### src/rtl/reset_seq_pkg.sv
// Shared FSM state encoding and reset-cause codes for the reset sequencer.
package reset_seq_pkg;

  typedef enum logic [1:0] {
    POR_HOLD = 2'd0,
    RUN      = 2'd1,
    BTN_HELD = 2'd2,
    STRETCH  = 2'd3
  } state_t;

  localparam logic [1:0] CAUSE_POR = 2'b00;
  localparam logic [1:0] CAUSE_BTN = 2'b01;
  localparam logic [1:0] CAUSE_EXT = 2'b10;

endpackage

### src/rtl/button_debouncer.sv
// Two-flop synchronizer plus consecutive-cycle debouncer for the raw reset button.
module button_debouncer #(
  parameter int DEBOUNCE_CYCLES = 1000
) (
  input  logic clk,
  input  logic reset,
  input  logic btn_n_raw,
  output logic btn_n_clean
);

  localparam int CNT_W = $clog2(DEBOUNCE_CYCLES + 1);
  localparam logic [CNT_W-1:0] CNT_LAST = CNT_W'(DEBOUNCE_CYCLES - 1);

  logic             sync_q1;
  logic             sync_q2;
  logic [CNT_W-1:0] cnt;

  always_ff @(posedge clk or posedge reset) begin
    if (reset) begin
      sync_q1     <= 1'b1;
      sync_q2     <= 1'b1;
      cnt         <= '0;
      btn_n_clean <= 1'b1;
    end else begin
      sync_q1 <= btn_n_raw;
      sync_q2 <= sync_q1;
      // any cycle that agrees with the accepted level restarts the run
      if (sync_q2 == btn_n_clean) begin
        cnt <= '0;
      end else if (cnt == CNT_LAST) begin
        cnt         <= '0;
        btn_n_clean <= sync_q2;
      end else begin
        cnt <= cnt + 1'b1;
      end
    end
  end

endmodule

### src/rtl/reset_sequencer.sv
// SoC reset sequencer: power-on hold, debounced button, request-driven stretch,
// with reset release aligned to the clk_en pulse.
//   state    | meaning
//   POR_HOLD | after block reset, count HOLD_CYCLES then release on clk_en
//   RUN      | SoC out of reset, ready high
//   BTN_HELD | debounced button pressed, SoC held in reset
//   STRETCH  | minimum hold after button release or external request
module reset_sequencer
  import reset_seq_pkg::*;
#(
  parameter int HOLD_CYCLES     = 20,
  parameter int DEBOUNCE_CYCLES = 1000,
  parameter int CLK_DIV         = 2
) (
  input  logic       clk,
  input  logic       reset,
  input  logic       rst_btn_n,
  input  logic       ext_reset_req,
  output logic       soc_reset,
  output logic       clk_en,
  output logic       ready,
  output logic [1:0] reset_cause
);

  localparam int HOLD_W = $clog2(HOLD_CYCLES + 1);
  localparam logic [HOLD_W-1:0] HOLD_MAX = HOLD_W'(HOLD_CYCLES);
  localparam logic [7:0]        DIV_LAST = 8'(CLK_DIV - 1);

  state_t            state;
  state_t            state_nxt;
  logic [HOLD_W-1:0] hold_cnt;
  logic [HOLD_W-1:0] hold_nxt;
  logic [1:0]        cause_nxt;
  logic [7:0]        div_cnt;
  logic [7:0]        div_nxt;
  logic              en_nxt;
  logic              hold_done;
  logic              btn_n_clean;

  button_debouncer #(
    .DEBOUNCE_CYCLES(DEBOUNCE_CYCLES)
  ) u_debouncer (
    .clk        (clk),
    .reset      (reset),
    .btn_n_raw  (rst_btn_n),
    .btn_n_clean(btn_n_clean)
  );

  assign div_nxt = (div_cnt == DIV_LAST) ? 8'd0 : div_cnt + 8'd1;
  assign en_nxt  = (div_nxt == DIV_LAST);

  // Look at next cycle's clk_en so the first RUN cycle is itself a clk_en cycle.
  assign hold_done = (hold_cnt == HOLD_MAX) && en_nxt;

  always_ff @(posedge clk or posedge reset) begin
    if (reset) begin
      div_cnt <= 8'd0;
      clk_en  <= 1'b0;
    end else begin
      div_cnt <= div_nxt;
      clk_en  <= en_nxt;
    end
  end

  always_ff @(posedge clk or posedge reset) begin
    if (reset) begin
      state       <= POR_HOLD;
      hold_cnt    <= '0;
      reset_cause <= CAUSE_POR;
      soc_reset   <= 1'b1;
      ready       <= 1'b0;
    end else begin
      state       <= state_nxt;
      hold_cnt    <= hold_nxt;
      reset_cause <= cause_nxt;
      soc_reset   <= (state_nxt != RUN);
      ready       <= (state_nxt == RUN);
    end
  end

  always_comb begin
    state_nxt = state;
    cause_nxt = reset_cause;
    hold_nxt  = (hold_cnt == HOLD_MAX) ? hold_cnt : hold_cnt + 1'b1;
    case (state)
      POR_HOLD: begin
        if (hold_done) state_nxt = RUN;
      end
      RUN: begin
        if (!btn_n_clean) begin
          state_nxt = BTN_HELD;
          cause_nxt = CAUSE_BTN;
          hold_nxt  = '0;
        end else if (ext_reset_req) begin
          state_nxt = STRETCH;
          cause_nxt = CAUSE_EXT;
          hold_nxt  = '0;
        end
      end
      BTN_HELD: begin
        hold_nxt = '0;
        if (btn_n_clean) state_nxt = STRETCH;
      end
      STRETCH: begin
        if (!btn_n_clean) begin
          state_nxt = BTN_HELD;
          cause_nxt = CAUSE_BTN;
          hold_nxt  = '0;
        end else if (hold_done) begin
          state_nxt = RUN;
        end
      end
      default: begin
        state_nxt = POR_HOLD;
        hold_nxt  = '0;
      end
    endcase
  end

endmodule
### config.mk
export PLATFORM = sky130hd
export DESIGN_NAME = reset_sequencer
export DESIGN_NICKNAME = d
export VERILOG_FILES = /design/src/rtl/reset_seq_pkg.sv /design/src/rtl/button_debouncer.sv /design/src/rtl/reset_sequencer.sv
export SDC_FILE = /design/constraint.sdc
export NUM_CORES = 1
export LEC_CHECK = 0
export ABC_AREA = 1
export CORE_MARGIN = 3
export CORE_UTILIZATION = 55
export CTS_BUF_LIST = sky130_fd_sc_hd__clkbuf_8 sky130_fd_sc_hd__clkbuf_16
export DETAILED_ROUTE_END_ITERATION = 8
export PLACE_DENSITY = 0.73
export SLEW_MARGIN = 20
export SYNTH_ARGS = -nofsm -noshare
export SYNTH_HDL_FRONTEND = slang
export SYNTH_SLANG_ARGS = --single-unit
### constraint.sdc
create_clock -name clk -period 2.2 [get_ports clk]
set_clock_uncertainty 0.1 [all_clocks]
set_input_delay 0.44 -clock clk [delete_from_list [all_inputs] [get_ports clk]]
set_output_delay 0.44 -clock clk [all_outputs]
set_load 0.05 [all_outputs]
==> impl_metrics.toml, run 1 <==
[grt]
grt_max_degree = 34
grt_usage_pct = 18.24
grt_overflow_total = 0
antenna_found_initial = 0
grt_pass1_vias = 1191
grt_first_pass_wirelength_mm = 4.698

[sta]
hold_ws_ns = 0.2600
drv_slew = 0
fin_tns_setup_ns = 0
worstMarginPinSlew_ns = 0.4928
max_freq_mhz = 471.5
final_hold_viol_count = 0
fin_crit_ns = 2.121
slew_headroom_pct = 67.04
finalCritPeriodShare_pct = 96.41
setup_violations = 0
rsz0062_at_grt = "false"

[drt]
drtIter0Drc = 34
met2WireLength_mm = 1.169
drc = 0
dr_wl_met3_um = 117
postRouteAntennaNets = 0
top_layer = "met4"
vias_per_cell = 5.107
drt-met1-wl_mm = 1.222
totalWireLength_mm = 2.592
vias = 1190
first_pass_iters = 4
routedWlPerCell_um = 11.12

[floorplan]
rows = 18
die-area_mm2 = 0.003537
io_pins = 9
initial_core_util_pct = 60.72
dieWidth_um = 59.48
dieHeight_um = 59.48
coreArea_mm2 = 0.002590

[yosys]
yosysTopAreaCellShare_pct = 46.14
synth_compound_area_share_pct = 4.455
yosysWarnings = 0
synthSimpleGateAreaFrac_pct = 26.41
syn-num-nets = 195
synthCells = 186
synth_cell_types = 23
ys_ff_latch = 33
seq_area_frac_synth_pct = 52.82
synth_top_family_by_area = "simple AND/OR/NAND/NOR gates"
synth_area_leaders = "dfrtp_1 (46%), nand2_1 (7.6%), nor2_1 (7.6%)"
synthMuxAreaShare_pct = 0
synthAdderAreaFrac_pct = 3.978
yosysTopAreaCell = "dfrtp_1"
syn_area_mm2 = 0.001573
synthXorXnorAreaFrac_pct = 4.455
synth.avg_cell_area_um2 = 8.456

[worst_setup_path]
required_ns = 1.66
critPathBufInv = 1
cp.arrival_ns = 1.58
r2r_cells = 11
rrSetupSlack_ns = 0.37
cp_num_cells = 1
start_kind = "flop"
cpPeakStageDelay_ns = 0.78
worstSetupPathType = "flop to primary output"
rr_startpoint = "div_cnt[0]"
worstPathMaxFanout = 1
startpoint = "soc_reset"
path_cells = "clkdlybuf4s50_1"
rr_endpoint = "ready"
cp-endpoint = "soc_reset"
endpoint_kind = "primary output"
crit_slowest_cell = "clkdlybuf4s50_1"
critical-path-top-delay-family = "buffers and inverters"

[placed_design]
routabilityCongestion = 0.8618
post-dp-hpwl_mm = 1.858
placed_cell_area_mm2 = 0.001698
portBuffers = 8

[cts]
cts.sinks = 33
root_buffer = "clkbuf_8"
post_cts_resized = 0
clockBufferDepth = 2
cts_setup_buffers = 0
cts_tree = "built"
hold_buffers = 0
clk_latency_ns = 0.28
clk_pin_slew_ns = 0.06
numCtsBuffers = 5
htreeDepth = 2

[hold_path]
hp-class = "flop to flop"
hold_depth = 0
min-delay-start = "u_debouncer.sync_q1"

[run]
max_cap_violations = 0

[finish]
postLayoutCellArea_mm2 = 0.001780
syn2layout_area_growth_pct = 13.21
n_antenna_cell = 0
drive_above_1_share_pct = 10.84
final_net_count = 211
n_fill_cell = 207
utilization_pct = 68.74

[power]
peakVddDrop_v = 0.0005636
total_power_w = 0.001071
p_per_area_mw_per_mm2 = 601.4
p_leak_nw = 0.8760

[status]
status = "finished clean"
## state kept, by name, indices dropped and copies added, names as in the netlist
signal                   flops
clk_en                       1
div_cnt                      8
hold_cnt                     5
ready                        1
reset_cause                  2
soc_reset                    1
state                        2
u_debouncer.btn_n_clean      1
u_debouncer.cnt             10
u_debouncer.sync_q1          1
u_debouncer.sync_q2          1
## through the flow
stage,std cells,setup slack (ns)
detailed placement,225,0.3794
CTS,233,0.06490
finish,233,0.07904
global placement,225,0.3792
floorplan,186,0.6192
global route,233,0.04210
## per-layer routing
layer	GRT usage [%]	up-vias
li1	-	607
met1	20.56	550
met2	29.33	23
met3	5.011	10
met4	13.27	0
met5	0	-
## layout by cell type, fill, tap and decap left out
master,Yosys,layout
nand2_1,32,32
nor2_1,32,32
inv_1,29,30
dfrtp_1,29,29
nand3_1,11,11
xor2_1,8,8
clkdlybuf4s50_1,0,8
nor3_1,6,6
a21oi_1,6,6
ha_1,5,5
clkbuf_8,0,5
dfstp_2,4,4
o21ai_0,3,3
inv_2,3,3
nand2_2,3,3
nor2_2,2,2
nand4_1,2,2
nor4_1,2,2
nor3b_1,2,2
o21ai_1,2,2
clkinv_2,0,2
clkinv_1,1,1
nor3b_2,1,1
or2_2,1,1
a211oi_1,1,1
a21o_1,1,1
buf_4,0,1
## how the worst min path moves through the flow
stage	endpoint	slack, ns
after global routing	u_debouncer.sync_q2	0.27
after global placement	u_debouncer.sync_q2	0.25
after CTS	u_debouncer.sync_q2	0.26
after floorplan	u_debouncer.sync_q2	0.25
final	u_debouncer.sync_q2	0.26
after detailed placement	u_debouncer.sync_q2	0.25
## cell usage after synthesis (all sizes together)
cell type / instances
dfstp: 4
inv: 32
dfrtp: 29
a21o: 1
nand2: 35
nor3b: 3
nand4: 2
nor2: 34
ha: 5
a211oi: 1
a21oi: 6
nand3: 11
nor4: 2
o21ai: 5
nor3: 6
xor2: 8
clkinv: 1
or2: 1
## kinds of logic after synthesis
family                     count (synthesis)
and+or+nand+nor                           94
adders and majority gates                  5
xor gates and xnor gates                   8
DFF                                       33
AOI/OAI and AO/OA                         13
buffers and inverters                     33
## cell type report
type / count / area [um^2] / area share (%)
multi-input combinational: 120 / 618.1 / 34.72
tap: 30 / 37.54 / 2.108
clock buffer: 5 / 68.82 / 3.865
timing repair buffer: 9 / 87.58 / 4.919
sequential: 33 / 830.8 / 46.66
inverter: 33 / 123.9 / 6.957
clock inverter: 3 / 13.76 / 0.7730
## power breakdown
group	switching [W]	total (W)	internal, W
logic	0.0000186	0.0000284	0.00000986
registers	0.00000398	0.000619	0.000615
clock network	0.000209	0.000424	0.000214
total	0.000232	0.00107	0.000839
Note: power is estimated with default switching activity, not from simulation.
==> run 2, diff against run 1 <==
GPL_ROUTABILITY_DRIVEN = 0   (was unset)
==> results of run 2 <==
Final layout, timing and power as in run 1 (identical DEF).
==> RTL edit, RTL diff (flow settings as in run 1) <==
`DEBOUNCE_CYCLES` is set to 1000 in 2 places; all go to 2000.
--- a/src/rtl/button_debouncer.sv
+++ b/src/rtl/button_debouncer.sv
@@ -1,6 +1,6 @@
 // Two-flop synchronizer plus consecutive-cycle debouncer for the raw reset button.
 module button_debouncer #(
-  parameter int DEBOUNCE_CYCLES = 1000
+  parameter int DEBOUNCE_CYCLES = 2000
 ) (
   input  logic clk,
   input  logic reset,
--- a/src/rtl/reset_sequencer.sv
+++ b/src/rtl/reset_sequencer.sv
@@ -9,7 +9,7 @@
   import reset_seq_pkg::*;
 #(
   parameter int HOLD_CYCLES     = 20,
-  parameter int DEBOUNCE_CYCLES = 1000,
+  parameter int DEBOUNCE_CYCLES = 2000,
   parameter int CLK_DIV         = 2
 ) (
   input  logic       clk,
Function: same outputs for any inputs over 10 cycles, from zero or initial values and one cycle with reset high; that may be too few to reach the edited logic, so the function may still have changed.
==> RTL edit against run 1 <==
- final area up 3.4%
- total power up 3.3%
- largest cell class unchanged
- largest power group unchanged
- setup slack better by 0.13 ns
- wire length up 12%
- non-clock buffer count unchanged
- sequential cell count up 1
- clock power up 3%
- synthesized area up 3.7%
==> RTL edit: results (changes against run 1) <==
Status
  • Status: finished, final reports clean

Placement
  • Inst Count DP: 233 (+3.6%)
  • Dpl hpwl: 2170 um (+17%)
  • Pre-CTS setup slack: 0.352 ns (-0.0273 ns)
  • GPL Wtd Cong: 0.863 (+0.13%)
  • # port buffers: 8 (unchanged)

Synthesis
  • Yosys cell types: 25 (+8.7%)
  • Synth area leaders: dfrtp_1 (46%), nand2_1 (8.5%), inv_1 (7.1%)
  • Synthesized instance count: 193 (+3.8%)
  • Post-synth top cells: nand2_1 (37), inv_1 (31), dfrtp_1 (30)
  • Sequential area share after synthesis: 52.5% (-0.33 points)
  • Synth async-reset ratio: 100% (unchanged)
  • YS warnings: 0 (unchanged)
  • Syn_nets: 202 (+3.6%)

Critical path
  • Max FO, Critical Path: 1 (unchanged)
  • Slowest cell on crit path: clkdlybuf4s50_1
  • Worst R2R Path Depth: 11 (unchanged)
  • Critical register-to-register path startpoint: div_cnt[0]
  • Critical path startpoint: ready
  • CP top delay family: buffers and inverters
  • Critical Path AT: 1.45 ns (-0.13 ns)
  • Worst Setup EP: ready
  • R2R Setup Slk: 0.39 ns (+0.02 ns)
  • R2r endpoint: ready
  • Slowest stage delay, CP: 0.83 ns (+0.05 ns)

Clock tree
  • Clk root buf: clkbuf_8
  • Clock-pin slew on the worst setup and hold paths: 0.06 ns (about the same)
  • Hold-fix buffers at CTS: 0 (unchanged)
  • CTS HTree Levels: 2 (unchanged)
  • Max clock buf depth: 2 (unchanged)
  • Post-CTS Setup Bufs: 0 (unchanged)
  • Post-cts resize count: 0 (unchanged)
  • Cts bufs inserted: 5 (unchanged)

Power and ir drop
  • Static Leak: 0.000924 uW (+5.5%)
  • VDD IR max: 0.000512 V (-9.1%)

GRT
  • Initial antenna violation count: 0 (unchanged)
  • Tot GR Track Use: 18.7% (+0.49 points)
  • Largest net degree at the start of global routing: 35 (+2.9%)
  • Vias in the first global route: 1185 (-0.50%)
  • First-pass GRT wire length: 4930 um (+5.0%)

Route
  • Drt initial violations: 66 (+94%)
  • DR pass1 iterations: 4 (unchanged)
  • Via/cell ratio: 5.22 (+2.1%)
  • WL/cell: 12.1 um (+8.7%)

Worst hold path
  • Min-Delay Startpoint: u_debouncer.sync_q1
  • Hold/Removal Path Class: flip-flop to flip-flop

Cells and area
  • Number of nets in the layout: 218 (+3.3%)
  • N_diodes: 0 (unchanged)
  • Fin cells: 240 (+3.0%)
  • Top Registers: u_debouncer.cnt: 11 flops, div_cnt: 8 flops, hold_cnt: 5 flops
  • Fraction of layout cells with a size suffix above 1: 12.0% (+1.1 points)

STA
  • Setup ws final: 0.209 ns (+0.130 ns)
  • Max_slew headroom: 64.4% (-2.6 points)
[RTL edit: through the flow]
stage | utilization, % | hold slack, ns | instance area [um2]
2_1_floorplan | - | 0.245 | 1630
3_3_place_gp | 63.1 | 0.246 | 1750
3_5_place_dp | 63.1 | 0.247 | 1750
4_1_cts | 66.2 | 0.257 | 1840
5_1_grt | 66.2 | 0.260 | 1840
6_report | 66.2 | 0.256 | 1840
[RTL edit: cell families after synthesis]
| logic type | share of synthesized area [%] |
|---|---|
| AO/OA/AOI/OAI | 5.91 |
| XOR/XNOR | 3.76 |
| flip-flops | 52.5 |
| adder cells (fa/ha/maj) | 3.84 |
| buffers and inverters | 8.29 |
| AND/OR/NAND/NOR | 25.7 |
[RTL edit: report_power, final]
group / leakage (uW) / switching [uW] / internal, uW
sequential: 0.000439 / 5.30 / 633
combinational: 0.000437 / 18.9 / 10.8
clock: 0.0000485 / 195 / 243
total: 0.000924 / 219 / 887
[RTL edit: layout make-up]
type / instances / area [um2]
Clock buffer: 6 / 82.6
Clock inverter: 1 / 3.75
Fill cell: 255 / 941
Inverter: 36 / 135
Multi-Input combinational cell: 123 / 639
Sequential cell: 34 / 856
Tap cell: 31 / 38.8
Timing Repair Buffer: 9 / 85.1
[RTL edit: metal layers]
metal	vias up	share of wire (%)	routed length [um]	global-route usage, %
met2	21	47	1350	29.6
met3	13	4.0	117	5.96
li1	633	-	-	-
met4	0	3.5	102	10.8
met1	585	46	1330	22.6
met5	-	0	0	0
[RTL edit: worst min path at each step]
stage	end	slack [ns]	cells past startpoint
final	u_debouncer.sync_q2	0.26	0
after floorplan	u_debouncer.sync_q2	0.25	0
after detailed placement	u_debouncer.sync_q2	0.25	0
after global routing	u_debouncer.sync_q2	0.26	0
after global placement	u_debouncer.sync_q2	0.25	0
after CTS	u_debouncer.sync_q2	0.26	0
